==> config.mk <==
export PLATFORM = sky130hd
export DESIGN_NAME = fifo_rd_stream
export DESIGN_NICKNAME = d
export VERILOG_FILES = /design/src/rtl/fifo_rd_stream.sv
export SDC_FILE = /design/constraint.sdc
export NUM_CORES = 1
export LEC_CHECK = 0
export BUFFER_PORTS_ARGS = -buffer_cell sky130_fd_sc_hd__buf_2
export CORE_ASPECT_RATIO = 0.75
export CORE_UTILIZATION = 30
export CTS_CLUSTER_SIZE = 24
export DETAILED_ROUTE_END_ITERATION = 7
export PLACE_DENSITY = 0.49
export SYNTH_ARGS = -nofsm -noshare
export SYNTH_HDL_FRONTEND = slang
export SYNTH_SLANG_ARGS = --single-unit
==> constraint.sdc <==
create_clock -name clk -period 1.6 [get_ports clk]
set_input_delay 0 -clock clk [delete_from_list [all_inputs] [get_ports clk]]
set_output_delay 0 -clock clk [all_outputs]
set_load 0.1 [all_outputs]
==> src/rtl/fifo_rd_stream.sv <==
// Read-side consumer for the synchronous FIFO: pops words, absorbs the 1-cycle read latency
// and re-presents them as a valid/ready stream via a 2-entry skid buffer. Optional: STREAM_CNT_EN.
module fifo_rd_stream #(
    parameter int WIDTH     = 8,
    parameter int CNT_WIDTH = 16
) (
    input  logic                 clk,
    input  logic                 rst,
    input  logic                 fifo_empty,
    output logic                 fifo_rd_en,
    input  logic [WIDTH-1:0]     fifo_rd_data,
    input  logic                 flush,
    output logic                 out_valid,
    input  logic                 out_ready,
`ifdef STREAM_CNT_EN
    output logic [CNT_WIDTH-1:0] xfer_cnt,
`endif
    output logic [WIDTH-1:0]     out_data
);

    logic [WIDTH-1:0] r_buf0;
    logic [WIDTH-1:0] r_buf1;
    logic             r_head;
    logic [1:0]       r_count;
    logic             r_inflight;
    logic             r_out_valid;
    logic [WIDTH-1:0] r_out_data;

    logic             w_pop;
    logic             w_cap;
    logic             w_slot;
    logic [2:0]       w_level;
    logic             w_rd_en;
    logic             w_head_nxt;
    logic [1:0]       w_count_nxt;
    logic [WIDTH-1:0] w_buf0_nxt;
    logic [WIDTH-1:0] w_buf1_nxt;
    logic [WIDTH-1:0] w_out_data_nxt;

    if (CNT_WIDTH < 1) begin : g_cnt_width_check
        $error("CNT_WIDTH must be at least 1");
    end

    // Next-state logic: pop decision, capture slot, occupancy and the next head word.
    always_comb begin
        w_pop   = r_out_valid & out_ready;
        w_cap   = r_inflight & ~flush;
        // write slot uses the pre-pop head and count
        w_slot  = r_head ^ r_count[0];
        // occupancy after this edge; a pop is only issued if room remains for its data
        w_level = {1'b0, r_count} + {2'b00, r_inflight} - {2'b00, w_pop};
        w_rd_en = ~rst & ~flush & ~fifo_empty & (w_level <= 3'd1);

        w_buf0_nxt = r_buf0;
        w_buf1_nxt = r_buf1;
        if (w_cap) begin
            if (w_slot) begin
                w_buf1_nxt = fifo_rd_data;
            end else begin
                w_buf0_nxt = fifo_rd_data;
            end
        end else begin
            w_buf0_nxt = r_buf0;
            w_buf1_nxt = r_buf1;
        end

        if (flush) begin
            w_head_nxt  = 1'b0;
            w_count_nxt = 2'd0;
        end else begin
            w_head_nxt  = r_head ^ w_pop;
            w_count_nxt = r_count + {1'b0, w_cap} - {1'b0, w_pop};
        end

        w_out_data_nxt = w_head_nxt ? w_buf1_nxt : w_buf0_nxt;
    end

    // Buffer, pointer and registered output state.
    always_ff @(posedge clk or posedge rst) begin
        if (rst) begin
            r_buf0      <= {WIDTH{1'b0}};
            r_buf1      <= {WIDTH{1'b0}};
            r_head      <= 1'b0;
            r_count     <= 2'd0;
            r_inflight  <= 1'b0;
            r_out_valid <= 1'b0;
            r_out_data  <= {WIDTH{1'b0}};
        end else begin
            r_buf0      <= w_buf0_nxt;
            r_buf1      <= w_buf1_nxt;
            r_head      <= w_head_nxt;
            r_count     <= w_count_nxt;
            r_inflight  <= w_rd_en;
            r_out_valid <= (w_count_nxt != 2'd0);
            r_out_data  <= w_out_data_nxt;
        end
    end

    assign fifo_rd_en = w_rd_en;
    assign out_valid  = r_out_valid;
    assign out_data   = r_out_data;

`ifdef STREAM_CNT_EN
    logic [CNT_WIDTH-1:0] r_xfer_cnt;

    // Completed-transfer counter; only reset clears it, flush does not.
    always_ff @(posedge clk or posedge rst) begin
        if (rst) begin
            r_xfer_cnt <= {CNT_WIDTH{1'b0}};
        end else if (w_pop) begin
            r_xfer_cnt <= r_xfer_cnt + {{(CNT_WIDTH-1){1'b0}}, 1'b1};
        end else begin
            r_xfer_cnt <= r_xfer_cnt;
        end
    end

    assign xfer_cnt = r_xfer_cnt;
`endif

endmodule

==> metrics.yaml <==
status:
  status: "finished with violations"
  violations: "setup timing"
logic_synthesis:
  yosysWarnings: 0
  synthCells: 97
  ys_seq_elements: 29
  synth.avg_cell_area_sq_um: 13.6
  syn_area_sq_um: 1320
  synth_area_leaders: "dfrtp_1, mux2_2, o221a_1"
  synth_top_family_by_area: "multiplexers"
  synth_xor_area_share_pct: 4.64
  synthMuxAreaShare_pct: 13.6
  synth_top_area_share_pct: 55.0
  synthAdderAreaFrac_pct: 4.36
  synth_compound_area_share_pct: 9.86
  seq_area_frac_synth_pct: 55.0
  ys_types: 25
  syn_nets: 114
  yosysTopAreaCell: "dfrtp_1"
  synth-simple-area-share_pct: 11.1
global_route:
  antenna_found_initial: 0
  first_global_vias: 1038
  overflow: 0
  grt_pass1_wl_um: 4970
  grt_max_degree: 30
  grt_usage_pct: 14.8
detailed_routing:
  viasPerCell: 4.56
  drt-pass1-iter-count: 2
  drc: 0
  ant_nets: 0
  drt-total-wl_um: 2970
  wl_per_cell_um: 13.6
  num_vias: 994
  dr.first_iter.drc_count: 18
placed_design:
  detailedPlace.worstSlack_ns: -0.406
  gp_congestion: 0.743
  port_buffers: 22
  dpl.hpwl_um: 1970
  placed_cells: 194
  dpl-instance-area_sq_um: 1700
sta:
  skew_ns: 0.00755
  setup_ws_ns: -0.705
  worst_pin_slew_ns: 0.490
  finalSetupViolCount: 28
  fmax_mhz: 434
  slew_violations: 0
  post-route-period-util_pct: 144
  fin_hold_ws_ns: 0.0670
  finalSetupTns_ns: -4.06
  hold_viol_final: 0
  rsz0062_at_grt: "true"
  period_minus_slack_ns: 2.30
  max_slew_margin_pct: 67.6
finish:
  fin_nets: 179
  area_delta_synth_final_pct: 58.9
  multi_input_area_sq_um: 752
  drive_gt1_share_pct: 60.1
  seq_area_sq_um: 729
  diodes: 0
  final-instance-count-excl-fill: 218
  final_util_pct: 50.8
  fillers: 367
  final_area_sq_um: 2100
  layout_commonest_cell: "dfrtp_1"
  layout_common_cells: "dfrtp_1, buf_2, buf_4, dlygate4sd3_1"
pwr:
  p_leak_nw: 0.980
  power.density_nw_per_um2: 1860
  power_mw: 3.89
  ir_drop_mv: 1.20
floorplan:
  die_area_sq_um: 4670
  rows: 20
  fp.coreArea_sq_um: 4130
  ios: 23
  fp.dieW_um: 78.6
  start_util_pct: 32.0
  fp.dieH_um: 59.4
clock_network:
  htree_num_levels: 2
  cts_num_sinks: 29
  max-clock-path-buffers: 2
  clkSlewWorstSetupHoldPaths_ns: 0.07
  cts_tree: "done"
  clkLatencyLatePin_ns: 0.28
  root_buffer: "clkbuf_8"
  cts_made_buffers: 5
critical_path:
  r2r_start: "out_valid$_DFF_PP0_"
  end_kind: "primary output"
  crit_fanout: 2
  cp.required_ns: 1.60
  critical_path_arrival_ns: 2.30
  path_class: "flip-flop to primary output"
  startpoint: "out_valid$_DFF_PP0_"
  reg2reg_depth: 8
  start_kind: "flip-flop"
hold_path:
  holdPathStages: 3
  holdCritStartpoint: "flush"
  hold_class: "input port to flip-flop"
flow_run:
  maxCapViolations: 0
report_power, final:
group	internal (mW)	switching, mW	leakage (nW)	total [mW]
clock network	0.299	0.291	0.0439	0.590
logic	0.797	1.32	0.569	2.11
registers	1.04	0.145	0.368	1.19
total	2.14	1.75	0.980	3.89
Yosys cell counts:
library cell and n:
nand2b_1 2, nor4_1 1, mux2_2 16, a32oi_1 1
nand2_2 1, o21a_1 1, or2_2 1, ha_1 3
dfrtp_1 29, inv_2 1, nor3b_1 1, nand2_1 3
nor2b_1 2, nor2_2 1, xnor2_1 4, fa_1 1
nor2_1 4, xor2_1 3, a2bb2oi_1 1, and2b_2 1
o221a_1 7, inv_1 4, a311oi_4 1, nor4bb_1 1
or2_1 7
metal layers:
layer / vias up / part of all wire, % / GRT usage (%)
met1: 500 / 46 / 18.4
li1: 470 / - / -
met5: - / 0 / 0
met3: 8 / 3.5 / 4.62
met4: 0 / 1.9 / 7.94
met2: 16 / 49 / 23.1
what timing repair did:
| item | 4_1_cts | 5_1_grt |
|---|---|---|
| pin swaps | 8 | 9 |
| setup buffers | 4 | 3 |
| hold endpoints to repair | 46 | 0 |
| setup endpoints to repair | 12 | 29 |
| hold buffers | 10 | 0 |
| resized for setup | 19 | 18 |
worst paths after layout:
| kind | end | slack (ns) |
|---|---|---|
| setup / recovery | fifo_rd_en | -0.70 |
| hold / removal | r_head$_DFF_PP0_ | 0.07 |
| setup reg to reg | r_inflight$_DFF_PP0_ | -0.43 |
| min in group asynchronous | r_count[1]$_DFF_PP0_ | 0.37 |
| max in group asynchronous | out_valid$_DFF_PP0_ | 0.93 |
| hold reg to reg | out_data[7]$_DFF_PP0_ | 0.50 |
cell type report:
type	instances	area share, %
multi-input cells	63	35.9
flip-flops and latches	29	34.8
repair buffers	58	20.9
clock buffers	5	3.28
well taps	55	3.28
inverters	5	1.01
clock inverters	3	0.835
worst max-delay path, stage by stage (launching register included):
cell and delay (ns):
dfrtp_4 0.49, nand2_4 0.08, xnor2_2 0.10, ha_2 0.18
inv_2 0.03, fa_1 0.47, nand2b_1 0.09, nor4_4 0.37
buf_12 0.22
kinds of logic (layout without fill, tap and decap cells):
family / after synthesis / count (layout)
xor+xnor: 7 / 7
simple gates: 25 / 25
mux: 16 / 16
compound gates: 11 / 11
fa+ha+maj: 4 / 4
flops: 29 / 29
buf+inv: 5 / 71
flip-flops by register name, summed over array words and instances (netlist names):
signal	count
out_data	8
r_buf0	8
r_buf1	8
r_count	2
out_valid	1
r_head	1
r_inflight	1
No activity file was read; power rests on OpenSTA's default activity.
